--- src/rtl/pipe_pkg.sv ---
// Shared types for the pipeline hazard controller: FSM state, forward-select
// codes, and the in-flight scoreboard entry.
package pipe_pkg;

  localparam int unsigned REG_AW = 5;

  typedef enum logic [1:0] {
    ST_RUN     = 2'd0,
    ST_LDSTALL = 2'd1,
    ST_FLUSH   = 2'd2,
    ST_FREEZE  = 2'd3
  } state_e;

  typedef enum logic [1:0] {
    FWD_RF  = 2'd0,
    FWD_EX  = 2'd1,
    FWD_MEM = 2'd2,
    FWD_WB  = 2'd3
  } fwd_sel_e;

  typedef struct packed {
    logic              valid;
    logic [REG_AW-1:0] rd;
    logic              wren;
    logic              is_load;
  } sb_entry_t;

  localparam sb_entry_t SB_BUBBLE = '0;

  // A source hits an entry only for a live, writing, non-x0 producer of that register.
  function automatic logic entry_hit(input sb_entry_t e, input logic [REG_AW-1:0] src,
                                     input logic used);
    return e.valid && e.wren && (e.rd != '0) && (e.rd == src) && used;
  endfunction

endpackage

--- src/rtl/pipe_hazard_ctrl_if.sv ---
// ID-stage, control and hazard-output bundle between the pipeline and the
// hazard controller. Signal suffixes are from the controller's point of view.
interface pipe_hazard_ctrl_if;

  logic                        id_valid_i;
  logic [pipe_pkg::REG_AW-1:0] id_rs1_i;
  logic [pipe_pkg::REG_AW-1:0] id_rs2_i;
  logic                        id_rs1_used_i;
  logic                        id_rs2_used_i;
  logic [pipe_pkg::REG_AW-1:0] id_rd_i;
  logic                        id_rd_wren_i;
  logic                        id_is_load_i;
  logic                        id_is_branch_i;

  logic                        ex_br_resolve_i;
  logic                        ex_br_mispredict_i;
  logic                        mem_busy_i;

  logic                        stall_pc_o;
  logic                        stall_id_o;
  logic                        flush_id_o;
  logic                        flush_ex_o;
  logic [1:0]                  fwd_a_sel_o;
  logic [1:0]                  fwd_b_sel_o;
  logic                        fwd_cmp_a_o;
  logic                        fwd_cmp_b_o;
  logic [1:0]                  state_o;

  // Pipeline side: drives decode/control, consumes hazard decisions.
  modport master (
    output id_valid_i, id_rs1_i, id_rs2_i, id_rs1_used_i, id_rs2_used_i,
           id_rd_i, id_rd_wren_i, id_is_load_i, id_is_branch_i,
           ex_br_resolve_i, ex_br_mispredict_i, mem_busy_i,
    input  stall_pc_o, stall_id_o, flush_id_o, flush_ex_o,
           fwd_a_sel_o, fwd_b_sel_o, fwd_cmp_a_o, fwd_cmp_b_o, state_o
  );

  // Hazard controller side.
  modport slave (
    input  id_valid_i, id_rs1_i, id_rs2_i, id_rs1_used_i, id_rs2_used_i,
           id_rd_i, id_rd_wren_i, id_is_load_i, id_is_branch_i,
           ex_br_resolve_i, ex_br_mispredict_i, mem_busy_i,
    output stall_pc_o, stall_id_o, flush_id_o, flush_ex_o,
           fwd_a_sel_o, fwd_b_sel_o, fwd_cmp_a_o, fwd_cmp_b_o, state_o
  );

endinterface

--- src/rtl/pipe_hazard_ctrl_fwd_sel.sv ---
// Per-source forward selection: matches one ID source against the EX/MEM/WB
// scoreboard with EX > MEM > WB priority, and flags a load sitting in EX.
module fwd_sel
  import pipe_pkg::*;
(
  input  logic [REG_AW-1:0] src_i,
  input  logic              used_i,
  input  sb_entry_t         ex_i,
  input  sb_entry_t         mem_i,
  input  sb_entry_t         wb_i,
  output fwd_sel_e          sel_o,
  output logic              ex_load_hit_o
);

  logic hit_ex;
  logic hit_mem;
  logic hit_wb;
  logic unused_is_load;

  assign hit_ex  = entry_hit(ex_i,  src_i, used_i);
  assign hit_mem = entry_hit(mem_i, src_i, used_i);
  assign hit_wb  = entry_hit(wb_i,  src_i, used_i);

  // Youngest producer wins.
  always_comb begin
    sel_o = FWD_RF;
    if (hit_ex) begin
      sel_o = FWD_EX;
    end else if (hit_mem) begin
      sel_o = FWD_MEM;
    end else if (hit_wb) begin
      sel_o = FWD_WB;
    end
  end

  assign ex_load_hit_o  = hit_ex & ex_i.is_load;

  // Load flags only matter in EX; later stages already have data.
  assign unused_is_load = mem_i.is_load ^ wb_i.is_load;

endmodule

--- src/rtl/pipe_hazard_ctrl.sv ---
// Hazard controller for a 5-stage in-order pipeline: forwarding selects,
// load-use stall, mispredict flush and memory-busy freeze.
module pipe_hazard_ctrl
  import pipe_pkg::*;
(
  input logic               clk_i,
  input logic               rst_ni,
  pipe_hazard_ctrl_if.slave hz
);

  state_e    state_q, state_d;
  logic      br_pend_q, br_pend_d;
  sb_entry_t ex_q, mem_q, wb_q;
  sb_entry_t ex_d, mem_d, wb_d;
  sb_entry_t id_entry;

  fwd_sel_e  sel_a, sel_b;
  logic      ld_hit_a, ld_hit_b;
  logic      mispredict;
  logic      load_use;
  logic      stall;
  logic      flush;

  fwd_sel u_fwd_rs1 (
    .src_i         (hz.id_rs1_i),
    .used_i        (hz.id_rs1_used_i),
    .ex_i          (ex_q),
    .mem_i         (mem_q),
    .wb_i          (wb_q),
    .sel_o         (sel_a),
    .ex_load_hit_o (ld_hit_a)
  );

  fwd_sel u_fwd_rs2 (
    .src_i         (hz.id_rs2_i),
    .used_i        (hz.id_rs2_used_i),
    .ex_i          (ex_q),
    .mem_i         (mem_q),
    .wb_i          (wb_q),
    .sel_o         (sel_b),
    .ex_load_hit_o (ld_hit_b)
  );

  assign mispredict = hz.ex_br_resolve_i & hz.ex_br_mispredict_i;
  assign load_use   = hz.id_valid_i & (ld_hit_a | ld_hit_b);

  // state_d is the mode this cycle runs in (stalls must act in the detection
  // cycle); state_q remembers it so a load-use stall never repeats back to back.
  always_comb begin
    state_d   = ST_RUN;
    br_pend_d = br_pend_q;
    if (hz.mem_busy_i) begin
      state_d   = ST_FREEZE;
      br_pend_d = br_pend_q | mispredict;
    end else if (mispredict || br_pend_q) begin
      state_d   = ST_FLUSH;
      br_pend_d = 1'b0;
    end else if (load_use && (state_q != ST_LDSTALL)) begin
      state_d = ST_LDSTALL;
    end
  end

  // Scoreboard advance: freeze holds, stall/flush inject a bubble, run pushes ID.
  always_comb begin
    id_entry = '{valid: 1'b1, rd: hz.id_rd_i, wren: hz.id_rd_wren_i,
                 is_load: hz.id_is_load_i};
    ex_d  = SB_BUBBLE;
    mem_d = ex_q;
    wb_d  = mem_q;
    if (state_d == ST_FREEZE) begin
      ex_d  = ex_q;
      mem_d = mem_q;
      wb_d  = wb_q;
    end else if ((state_d == ST_RUN) && hz.id_valid_i) begin
      ex_d = id_entry;
    end
  end

  // State, pending mispredict and scoreboard registers.
  always_ff @(posedge clk_i) begin
    if (!rst_ni) begin
      state_q   <= ST_RUN;
      br_pend_q <= 1'b0;
      ex_q      <= SB_BUBBLE;
      mem_q     <= SB_BUBBLE;
      wb_q      <= SB_BUBBLE;
    end else begin
      state_q   <= state_d;
      br_pend_q <= br_pend_d;
      ex_q      <= ex_d;
      mem_q     <= mem_d;
      wb_q      <= wb_d;
    end
  end

  assign stall = (state_d == ST_LDSTALL) || (state_d == ST_FREEZE);
  assign flush = (state_d == ST_FLUSH);

  // Outputs are forced quiet while reset is held, whatever the inputs say.
  assign hz.stall_pc_o  = rst_ni & stall;
  assign hz.stall_id_o  = rst_ni & stall;
  assign hz.flush_id_o  = rst_ni & flush;
  assign hz.flush_ex_o  = rst_ni & flush;
  assign hz.fwd_a_sel_o = (rst_ni && !hz.id_is_branch_i) ? sel_a : FWD_RF;
  assign hz.fwd_b_sel_o = (rst_ni && !hz.id_is_branch_i) ? sel_b : FWD_RF;
  assign hz.fwd_cmp_a_o = rst_ni & hz.id_is_branch_i & (sel_a != FWD_RF);
  assign hz.fwd_cmp_b_o = rst_ni & hz.id_is_branch_i & (sel_b != FWD_RF);
  assign hz.state_o     = rst_ni ? state_d : ST_RUN;

endmodule

--- src/flat_wrapper.sv ---
// flat-port wrapper written by rule: the top's interface ports become plain ports
module pipe_hazard_ctrl_flat import pipe_pkg::*;
  (clk_i, rst_ni, hz_id_valid_i, hz_id_rs1_i, hz_id_rs2_i, hz_id_rs1_used_i, hz_id_rs2_used_i, hz_id_rd_i, hz_id_rd_wren_i, hz_id_is_load_i, hz_id_is_branch_i, hz_ex_br_resolve_i, hz_ex_br_mispredict_i, hz_mem_busy_i, hz_stall_pc_o, hz_stall_id_o, hz_flush_id_o, hz_flush_ex_o, hz_fwd_a_sel_o, hz_fwd_b_sel_o, hz_fwd_cmp_a_o, hz_fwd_cmp_b_o, hz_state_o);
  pipe_hazard_ctrl_if hz_i ();
  input logic clk_i;
  input logic rst_ni;
  input wire logic [$bits(hz_i.id_valid_i)-1:0] hz_id_valid_i;
  input wire logic [$bits(hz_i.id_rs1_i)-1:0] hz_id_rs1_i;
  input wire logic [$bits(hz_i.id_rs2_i)-1:0] hz_id_rs2_i;
  input wire logic [$bits(hz_i.id_rs1_used_i)-1:0] hz_id_rs1_used_i;
  input wire logic [$bits(hz_i.id_rs2_used_i)-1:0] hz_id_rs2_used_i;
  input wire logic [$bits(hz_i.id_rd_i)-1:0] hz_id_rd_i;
  input wire logic [$bits(hz_i.id_rd_wren_i)-1:0] hz_id_rd_wren_i;
  input wire logic [$bits(hz_i.id_is_load_i)-1:0] hz_id_is_load_i;
  input wire logic [$bits(hz_i.id_is_branch_i)-1:0] hz_id_is_branch_i;
  input wire logic [$bits(hz_i.ex_br_resolve_i)-1:0] hz_ex_br_resolve_i;
  input wire logic [$bits(hz_i.ex_br_mispredict_i)-1:0] hz_ex_br_mispredict_i;
  input wire logic [$bits(hz_i.mem_busy_i)-1:0] hz_mem_busy_i;
  output wire logic [$bits(hz_i.stall_pc_o)-1:0] hz_stall_pc_o;
  output wire logic [$bits(hz_i.stall_id_o)-1:0] hz_stall_id_o;
  output wire logic [$bits(hz_i.flush_id_o)-1:0] hz_flush_id_o;
  output wire logic [$bits(hz_i.flush_ex_o)-1:0] hz_flush_ex_o;
  output wire logic [$bits(hz_i.fwd_a_sel_o)-1:0] hz_fwd_a_sel_o;
  output wire logic [$bits(hz_i.fwd_b_sel_o)-1:0] hz_fwd_b_sel_o;
  output wire logic [$bits(hz_i.fwd_cmp_a_o)-1:0] hz_fwd_cmp_a_o;
  output wire logic [$bits(hz_i.fwd_cmp_b_o)-1:0] hz_fwd_cmp_b_o;
  output wire logic [$bits(hz_i.state_o)-1:0] hz_state_o;
  assign hz_i.id_valid_i = hz_id_valid_i;
  assign hz_i.id_rs1_i = hz_id_rs1_i;
  assign hz_i.id_rs2_i = hz_id_rs2_i;
  assign hz_i.id_rs1_used_i = hz_id_rs1_used_i;
  assign hz_i.id_rs2_used_i = hz_id_rs2_used_i;
  assign hz_i.id_rd_i = hz_id_rd_i;
  assign hz_i.id_rd_wren_i = hz_id_rd_wren_i;
  assign hz_i.id_is_load_i = hz_id_is_load_i;
  assign hz_i.id_is_branch_i = hz_id_is_branch_i;
  assign hz_i.ex_br_resolve_i = hz_ex_br_resolve_i;
  assign hz_i.ex_br_mispredict_i = hz_ex_br_mispredict_i;
  assign hz_i.mem_busy_i = hz_mem_busy_i;
  assign hz_stall_pc_o = hz_i.stall_pc_o;
  assign hz_stall_id_o = hz_i.stall_id_o;
  assign hz_flush_id_o = hz_i.flush_id_o;
  assign hz_flush_ex_o = hz_i.flush_ex_o;
  assign hz_fwd_a_sel_o = hz_i.fwd_a_sel_o;
  assign hz_fwd_b_sel_o = hz_i.fwd_b_sel_o;
  assign hz_fwd_cmp_a_o = hz_i.fwd_cmp_a_o;
  assign hz_fwd_cmp_b_o = hz_i.fwd_cmp_b_o;
  assign hz_state_o = hz_i.state_o;
  pipe_hazard_ctrl u_core (.clk_i(clk_i), .rst_ni(rst_ni), .hz(hz_i));
endmodule
--- config.mk ---
export PLATFORM = sky130hd
export DESIGN_NAME = pipe_hazard_ctrl_flat
export DESIGN_NICKNAME = d
export VERILOG_FILES = /design/src/rtl/pipe_pkg.sv /design/src/rtl/pipe_hazard_ctrl_if.sv /design/src/rtl/pipe_hazard_ctrl_fwd_sel.sv /design/src/rtl/pipe_hazard_ctrl.sv /design/src/flat_wrapper.sv
export SDC_FILE = /design/constraint.sdc
export NUM_CORES = 1
export LEC_CHECK = 0
export ABC_AREA = 1
export BUFFER_PORTS_ARGS = -buffer_cell sky130_fd_sc_hd__buf_4
export CAP_MARGIN = 30
export CORE_AREA = 4 4 88 90
export CTS_BUF_LIST = sky130_fd_sc_hd__clkbuf_4 sky130_fd_sc_hd__clkbuf_8
export DETAILED_ROUTE_END_ITERATION = 10
export DIE_AREA = 0 0 92 94
export GPL_TIMING_DRIVEN = 0
export PLACE_DENSITY_LB_ADDON = 0.3
export SLEW_MARGIN = 20
export SYNTH_ARGS = -nofsm -noshare
export SYNTH_HDL_FRONTEND = slang
export SYNTH_HIERARCHICAL = 1
export SYNTH_SLANG_ARGS = --single-unit
export TNS_END_PERCENT = 50
--- constraint.sdc ---
create_clock -name clk_i -period 1.7 [get_ports clk_i]
set_clock_uncertainty 0.1 [all_clocks]
set_input_delay 0.17 -clock clk_i [delete_from_list [all_inputs] [get_ports clk_i]]
set_output_delay 0.17 -clock clk_i [all_outputs]
set_load 0.03 [all_outputs]
# ---- After elaboration in Yosys (flattened, before gate mapping)
# Cells that the tools add are included.
dict set report totals {
  input_bits 26
  output_inout_bits 12
  reg_bits 25
  wordCells 79
}
dict set report classes {
  reduce_logical 31
  n_bitwise 11
  n_eq_ne 10
  mux 15
}
# op count
set ops {}
lappend ops {{== test 5 bit} 6}
lappend ops {{two-way mux 2 bit} 11}
lappend ops {{logical AND 1 bit} 21}
lappend ops {{nonzero test 5 bit} 3}
lappend ops {{AND 1 bit} 9}
lappend ops {{two-way mux 8 bit} 1}
lappend ops {{nonzero test 2 bit} 3}
lappend ops {{== test 2 bit, second input constant} 2}
lappend ops {{two-way mux 1 bit} 3}
lappend ops {{== test 2 x 1 -> 1 bit, second input constant} 1}
lappend ops {{logical NOT 2 bit} 1}
lappend ops {{logical OR 1 bit} 2}
lappend ops {{!= test 2 x 1 -> 1 bit, second input constant} 1}
lappend ops {{bitwise OR 1 bit} 2}
lappend ops {{logical NOT 1 bit} 1}

# ---- Logic depth before layout (Yosys ltp)
# Gate-level depths: netlist (run 1).
dict set report depth {
  depth_word 14
  ltp_mapped 12
  depth_no_buf 11
}

# ---- Hierarchy
# Netlist (run 1), hierarchy kept.
# mod seq_area_each_um2 area_each_um2 cells_per_inst instances
set by_module_without_submodules {}
lappend by_module_without_submodules {pipe_hazard_ctrl 540.5 1174.9 144 1}
lappend by_module_without_submodules {fwd_sel 0.0 431.7 105 2}

# ---- Worst setup path after synthesis (run 1)
# Ideal clock, no wire load.
dict set report synth_path {
  path_kind {flip-flop to output port}
  from {register u_core/ex_q[2] (netlist name)}
  to {output hz_stall_pc_o}
  n_path_buf 1
  arrival_time_ps 1943
  stages_incl_launch_ff 10
  t_required_ps 1430
  setup_slack_ps -513
  cell_sequence {dfxtp_1 -> nor2_1 -> nor3_2 -> nand4_1 -> nor2_1 -> inv_1 -> nand2_1 -> nand3_1 -> a21oi_1 -> buf_4}
}
dict set report synth_via {
  elab_chain_len 14
  word_cells_on_any_way 20
}
# element line_no
set synth_rtl {}
lappend synth_rtl {{from (decl)} pipe_hazard_ctrl.sv:13} ;# sb_entry_t ex_q, mem_q, wb_q;
lappend synth_rtl {{from (signal assigned)} pipe_hazard_ctrl.sv:84} ;# ex_q <= SB_BUBBLE;
lappend synth_rtl {{from (signal assigned)} pipe_hazard_ctrl.sv:90} ;# ex_q <= ex_d;
lappend synth_rtl {{nonzero test 5 bit} pipe_pkg.sv:33} ;# return e.valid && e.wren && (e.rd != '0) && (e.rd == src) && used;
lappend synth_rtl {{logical AND 1 bit} pipe_pkg.sv:33}
lappend synth_rtl {{logical AND 1 bit * (2 in a row)} pipe_pkg.sv:33}
lappend synth_rtl {{AND 1 bit *} pipe_hazard_ctrl_fwd_sel.sv:36} ;# assign ex_load_hit_o = hit_ex & ex_i.is_load;
lappend synth_rtl {{named net u_core.ld_hit_a} pipe_hazard_ctrl.sv:18} ;# logic ld_hit_a, ld_hit_b;
lappend synth_rtl {{bitwise OR 1 bit *} pipe_hazard_ctrl.sv:45} ;# assign load_use = hz.id_valid_i & (ld_hit_a | ld_hit_b);
lappend synth_rtl {{AND 1 bit *} pipe_hazard_ctrl.sv:45}
lappend synth_rtl {{logical AND 1 bit *} pipe_hazard_ctrl.sv:58} ;# end else if (load_use && (state_q != ST_LDSTALL)) begin
lappend synth_rtl {{two-way mux 1 bit *} pipe_hazard_ctrl.sv:58}
lappend synth_rtl {{two-way mux 2 bit *} pipe_hazard_ctrl.sv:55} ;# end else if (mispredict || br_pend_q) begin
lappend synth_rtl {{two-way mux 2 bit *} pipe_hazard_ctrl.sv:52} ;# if (hz.mem_busy_i) begin
lappend synth_rtl {{== test 2 x 1 -> 1 bit or == test 2 bit (tied branches)} pipe_hazard_ctrl.sv:96} ;# assign stall = (state_d == ST_LDSTALL) || (state_d == ST_FREEZE);
lappend synth_rtl {{logical OR 1 bit *} pipe_hazard_ctrl.sv:96}
lappend synth_rtl {{AND 1 bit *} n/a}
lappend synth_rtl {{to (decl)} flat_wrapper.sv:19} ;# output wire logic [$bits(hz_i.stall_pc_o)-1:0] hz_stall_pc_o;
# The timed path passes the listed nets; every way through them passes the cells marked *.

# ---- Worst setup path in the final report (run 1)
dict set report layout_path {
  from {register u_core/ex_q[4] (netlist name)}
  to {output hz_state_o[0]}
}
dict set report layout_via {
  elab_chain_len 12
  word_cells_on_any_way 17
}
# element line_no
set layout_rtl {}
lappend layout_rtl {{nonzero test 5 bit} pipe_pkg.sv:33}
lappend layout_rtl {{logical AND 1 bit} pipe_pkg.sv:33}
lappend layout_rtl {{logical AND 1 bit * (2 in a row)} pipe_pkg.sv:33}
lappend layout_rtl {{AND 1 bit *} pipe_hazard_ctrl_fwd_sel.sv:36}
lappend layout_rtl {{named net u_core.ld_hit_b} pipe_hazard_ctrl.sv:18}
lappend layout_rtl {{bitwise OR 1 bit *} pipe_hazard_ctrl.sv:45}
lappend layout_rtl {{AND 1 bit *} pipe_hazard_ctrl.sv:45}
lappend layout_rtl {{logical AND 1 bit *} pipe_hazard_ctrl.sv:58}
lappend layout_rtl {{two-way mux 1 bit *} pipe_hazard_ctrl.sv:58}
lappend layout_rtl {{two-way mux 2 bit *} pipe_hazard_ctrl.sv:55}
lappend layout_rtl {{two-way mux 2 bit *} pipe_hazard_ctrl.sv:52}
lappend layout_rtl {{two-way mux 2 bit *} pipe_hazard_ctrl.sv:108} ;# assign hz.state_o = rst_ni ? state_d : ST_RUN;
lappend layout_rtl {{to (decl)} flat_wrapper.sv:27} ;# output wire logic [$bits(hz_i.state_o)-1:0] hz_state_o;
# Marked as above.

==> flow_summary.json, run 1 <==
{
  "die_area_sq_mm": 0.00865,
  "power_density_mw_per_mm2": 518,
  "hold-worst-slack_ns": 0.0410,
  "synth_nets": 372,
  "numCtsBuffers": 3,
  "cp_num_buf_inv": 3,
  "worst_pin_slew_ns": 0.352,
  "required_ns": 1.43,
  "synth_area_sq_mm": 0.00197,
  "setup_violations": 19,
  "synthCells": 346,
  "critPathSlowestCell": "dfxtp_4",
  "port_buffers": 37,
  "grt_pass1_wl_um": 9540,
  "antenna_found_initial": 0,
  "syn_avg_cell_area_sq_um": 5.68,
  "ios": 38,
  "cp.arrival_ns": 1.89,
  "cp-start-kind": "register",
  "slew_viol_final": 0,
  "cts-htree-levels": 1,
  "fin_crit_sh": 1.27,
  "finalPower_mw": 1.39,
  "pre_cts_slack_ns": -0.306,
  "critPathKind": "register to output port",
  "fin_ws_ns": -0.464,
  "die_x_um": 92,
  "grt_max_degree": 15,
  "drtAntennaViolNets": 0,
  "rr_worst_depth": 10,
  "vias": 2132,
  "start_util": 0.279,
  "drv_cap": 0,
  "routabilityCongestion": 0.879,
  "cts_buffer_depth": 2,
  "die_h_um": 94,
  "first_pass_iters": 4,
  "clockRootBuffer": "clkbuf_8",
  "ir_worst_vdd_mv": 0.334,
  "slew_headroom": 0.763,
  "min_path_cells": 3,
  "violations": "negative setup slack",
  "rsz0062_at_grt": "true",
  "drive_gt1_frac": 0.397,
  "crit_fanout": 7,
  "area_delta_synth_final_pct": 36.1,
  "via_per_inst": 4.32,
  "setup_tns_ns": -3.67,
  "grtUsageTotal": 0.137,
  "clock-sinks": 25,
  "crit_cells": 11,
  "drc_errors": 0,
  "rows": 31,
  "clock_latency_ns": 0.26,
  "drtIter0Drc": 67,
  "hp-class": "input pin to register",
  "end_kind": "output port",
  "n_antenna_cell": 0,
  "routedWlPerCell_um": 11.7,
  "slowest_delay_ns": 0.38,
  "grt_pass1_vias": 2087,
  "max_freq_mhz": 462,
  "ys_warn_count": 6,
  "fin_util": 0.379,
  "timing.critical_path.cells": "nand2_1 > o21ai_1 > nor2_1 > nand4_1 > nor2_1 > inv_1 > nand2_2 > nand3_4 > a21oi_4 > buf_6 > buf_6",
  "critical_path.top_delay_family": "simple AND/OR/NAND/NOR gates",
  "path_clk_slew_ns": 0.09,
  "grt_overflow": 0,
  "totalWireLength_um": 5760,
  "core_sq_mm": 0.00706,
  "p_leak_nw": 1.29,
  "fin_nets": 422,
  "dp_hpwl_um": 4510,
  "cts_tree": "yes",
  "finalHoldViolations": 0,
  "min_period_ns": 2.16,
  "cts_hold_buf": 0,
  "status": "finished with violations"
}
==> registers in the layout, summed over array words and instances (netlist names) <==
register and count:
u_core/ex_q 8, u_core/mem_q 7, u_core/wb_q 7, u_core/state_q 2, u_core/br_pend_q 1
==> cell type report <==
| class | instances | area [sq um] |
|---|---|---|
| inverters | 58 | 221 |
| well taps | 99 | 124 |
| repair buffers | 45 | 364 |
| multi-input cells | 255 | 1270 |
| plain buffers | 8 | 87.6 |
| clock inverters | 1 | 5.00 |
| clock buffers | 3 | 41.3 |
| flip-flops and latches | 25 | 564 |
| fillers | 799 | 4380 |
==> where the power goes <==
part	total, mW	switching (mW)	internal, mW
registers	0.656	0.0494	0.607
logic	0.387	0.220	0.167
clock network	0.343	0.180	0.163
total	1.39	0.449	0.937
==> timing repair <==
action / 4_1_cts / 5_1_grt
buffers inserted: 7 / 1
resized for setup: 42 / 34
endpoints found under the hold margin: 0 / 0
setup endpoints to repair: 19 / 20
pin swaps: 27 / 27
==> path summary, 6_finish.rpt <==
path	endpoint	slack, ns	from
min reg2reg	u_core/ex_q[0]$_SDFFE_PN0P_	0.38	u_core/ex_q[0]$_SDFFE_PN0P_
max	hz_state_o[0]	-0.46	u_core/ex_q[4]$_SDFFE_PN0P_
min	u_core/ex_q[1]$_SDFFE_PN0P_	0.04	hz_id_rd_wren_i
max reg2reg	u_core/ex_q[0]$_SDFFE_PN0P_	-0.06	u_core/ex_q[4]$_SDFFE_PN0P_
==> routing by layer <==
metal / GRT usage / up-vias / part of all wire
li1: - / 1140 / -
met1: 0.177 / 951 / 0.47
met2: 0.245 / 37 / 0.49
met3: 0.0160 / 4 / 0.033
met4: 0.0272 / 0 / 0.0056
met5: 0 / - / 0
==> through the flow <==
stage	instances	cell area (sq um)
after floorplan	346	2000
after global placement	482	2400
after detailed placement	482	2400
after CTS	493	2580
after global routing	494	2680
final	494	2680
==> placed cells by master (no fill, tap or decap), drive strengths merged <==
| cell type | count |
|---|---|
| nand3 | 13 |
| nor2 | 85 |
| a21oi | 3 |
| nor3 | 2 |
| o21ai | 17 |
| clkinv | 2 |
| nand3b | 2 |
| nand4 | 9 |
| inv | 57 |
| dfxtp | 25 |
| a21boi | 1 |
| clkbuf | 4 |
| or2 | 1 |
| nand2 | 120 |
| xor2 | 2 |
| buf | 52 |
==> tightest hold or removal path, cell delays in order <==
cell and delay [ns]:
buf_4 0.07, nand4_1 0.08, nand2_1 0.06
Note: power is estimated with default switching activity, not from simulation.
==> run 2: changes to the inputs <==
--- a/config.mk
+++ b/config.mk
@@ -8,10 +8,10 @@
 export ABC_AREA = 1
 export BUFFER_PORTS_ARGS = -buffer_cell sky130_fd_sc_hd__buf_4
 export CAP_MARGIN = 30
-export CORE_AREA = 4 4 88 90
+export CORE_AREA = 4 4 68 70
 export CTS_BUF_LIST = sky130_fd_sc_hd__clkbuf_4 sky130_fd_sc_hd__clkbuf_8
 export DETAILED_ROUTE_END_ITERATION = 10
-export DIE_AREA = 0 0 92 94
+export DIE_AREA = 0 0 72 74
 export GPL_TIMING_DRIVEN = 0
 export PLACE_DENSITY_LB_ADDON = 0.3
 export SLEW_MARGIN = 20
==> run 2 against run 1 <==
The run still ends with negative setup slack left; worst setup slack worse by 0.053 ns; sequential cell count is the same; sequential share of layout area grew 0.16 points; register-to-register slack gained 0.03 ns; critical path depth stayed put; die area down 38%; largest power group unchanged.
==> flow_summary.json, run 2 (synthesis results as in run 1) <==
{
  "status": "finished with violations",
  "violations": "negative setup slack",
  "numCtsBuffers": 3,
  "clock_latency_ns": 0.26,
  "dp_cells": 433,
  "clockRootBuffer": "clkbuf_8",
  "routedWlPerCell_um": 12.6,
  "n_fill_cell": 363,
  "grtUsageTotal": 0.228,
  "grt_pass1_wl_um": 9640,
  "clock-sinks": 25,
  "port_buffers": 37,
  "fin_cells": 446,
  "setup_violations": 12,
  "design_area_sq_mm": 0.00262,
  "start_util": 0.495,
  "totalWireLength_um": 5620,
  "top_regs": "u_core/ex_q (8), u_core/mem_q (7), u_core/wb_q (7)",
  "crit_fanout": 8,
  "grt_overflow": 0,
  "min_period_ns": 2.22,
  "slew_viol_final": 0,
  "die_x_um": 72,
  "core_sq_mm": 0.00397,
  "top_register": "u_core/ex_q",
  "critPathKind": "register to output port",
  "power_density_mw_per_mm2": 536,
  "ios": 38,
  "worst_pin_slew_ns": 0.370,
  "hold-worst-slack_ns": 0.0466,
  "ir_worst_vdd_mv": 0.457,
  "p_leak_nw": 1.31,
  "routabilityCongestion": 0.948,
  "grt_max_degree": 14,
  "die_h_um": 74,
  "antenna_found_initial": 0,
  "rrSetupSlack_ns": -0.03,
  "dp_hpwl_um": 4140,
  "drive_gt1_frac": 0.391,
  "drtIter0Drc": 198,
  "n_antenna_cell": 0,
  "area_delta_synth_final_pct": 33.3,
  "slew_headroom": 0.751,
  "fin_ws_ns": -0.516,
  "rows": 23,
  "vias": 2185,
  "post_dp_cell_area_sq_mm": 0.00234,
  "cts_buffer_depth": 2,
  "final_common_cell": "nand2_1",
  "cp.arrival_ns": 1.95,
  "rsz0062_at_grt": "true",
  "cts_tree": "yes",
  "final_cell_mix": "103 x nand2_1, 65 x nor2_1, 42 x buf_4",
  "grt_pass1_vias": 2116,
  "end_kind": "output port",
  "finalHoldViolations": 0,
  "drc_errors": 0,
  "first_pass_iters": 4,
  "largest_reg_flops": 8,
  "cp-start-kind": "register",
  "fin_crit_sh": 1.30,
  "drv_cap": 0,
  "die_area_sq_mm": 0.00533,
  "hp-class": "input pin to register",
  "cts-htree-levels": 1,
  "required_ns": 1.43,
  "via_per_inst": 4.90,
  "path_clk_slew_ns": 0.08,
  "fin_nets": 423,
  "drtAntennaViolNets": 0,
  "max_freq_mhz": 451,
  "cts_hold_buf": 0
}
## run 2: critical path, cell delays in order, from the launching register on
cell	delay, ns
dfxtp_4	0.40
nand2_2	0.08
nand2_1	0.06
nor3_2	0.15
nand4_1	0.16
nor2_1	0.12
inv_1	0.05
nand2_2	0.09
nand3_4	0.11
a21oi_4	0.23
buf_6	0.12
buf_6	0.11
## run 2: worst paths after layout
kind / start / endpoint / depth (start not counted)
max reg2reg: u_core/ex_q[3]$_SDFFE_PN0P_ / u_core/ex_q[0]$_SDFFE_PN0P_ / 11
min: hz_id_rd_i[0] / u_core/ex_q[2]$_SDFFE_PN0P_ / 3
max: u_core/ex_q[3]$_SDFFE_PN0P_ / hz_state_o[0] / 11
min reg2reg: u_core/ex_q[0]$_SDFFE_PN0P_ / u_core/ex_q[0]$_SDFFE_PN0P_ / 2
## run 2: power breakdown
part / total (mW) / switching, mW / leakage, nW / internal, mW
Clock: 0.355 / 0.172 / 0.0262 / 0.183
Combinational: 0.392 / 0.224 / 1.06 / 0.168
Sequential: 0.658 / 0.0490 / 0.217 / 0.609
Total: 1.41 / 0.445 / 1.31 / 0.960
## run 2: final cells by class
| class | instances | area (sq um) | area share |
|---|---|---|---|
| Timing Repair Buffer | 46 | 364 | 0.139 |
| Inverter | 58 | 219 | 0.0835 |
| Multi-Input combinational cell | 255 | 1280 | 0.488 |
| Clock buffer | 4 | 48.8 | 0.0186 |
| Sequential cell | 25 | 557 | 0.212 |
| Buffer | 8 | 91.3 | 0.0348 |
| Tap cell | 50 | 62.6 | 0.0239 |
## run 2: through the flow
step	util	total power, mW	TNS, ns	worst slack [ns]
floorplan	-	0.901	-0.297	-0.116
global placement	0.590	1.02	-2.29	-0.313
detailed placement	0.590	1.03	-2.13	-0.289
CTS	0.646	1.40	-3.47	-0.521
global route	0.660	1.49	-5.53	-0.634
finish	0.660	1.41	-3.42	-0.516
## run 2: routing by layer
metal / vias up / global-route usage / part of all wire
li1: 1147 / - / -
met1: 972 / 0.292 / 0.44
met2: 54 / 0.395 / 0.49
met3: 12 / 0.0230 / 0.048
met4: 0 / 0.0960 / 0.025
met5: - / 0 / 0
## run 2: repair_timing
item / in CTS / in global routing
setup buffers: 9 / 1
endpoints found under the setup margin: 20 / 20
pin swaps: 22 / 15
gates resized for setup: 45 / 25
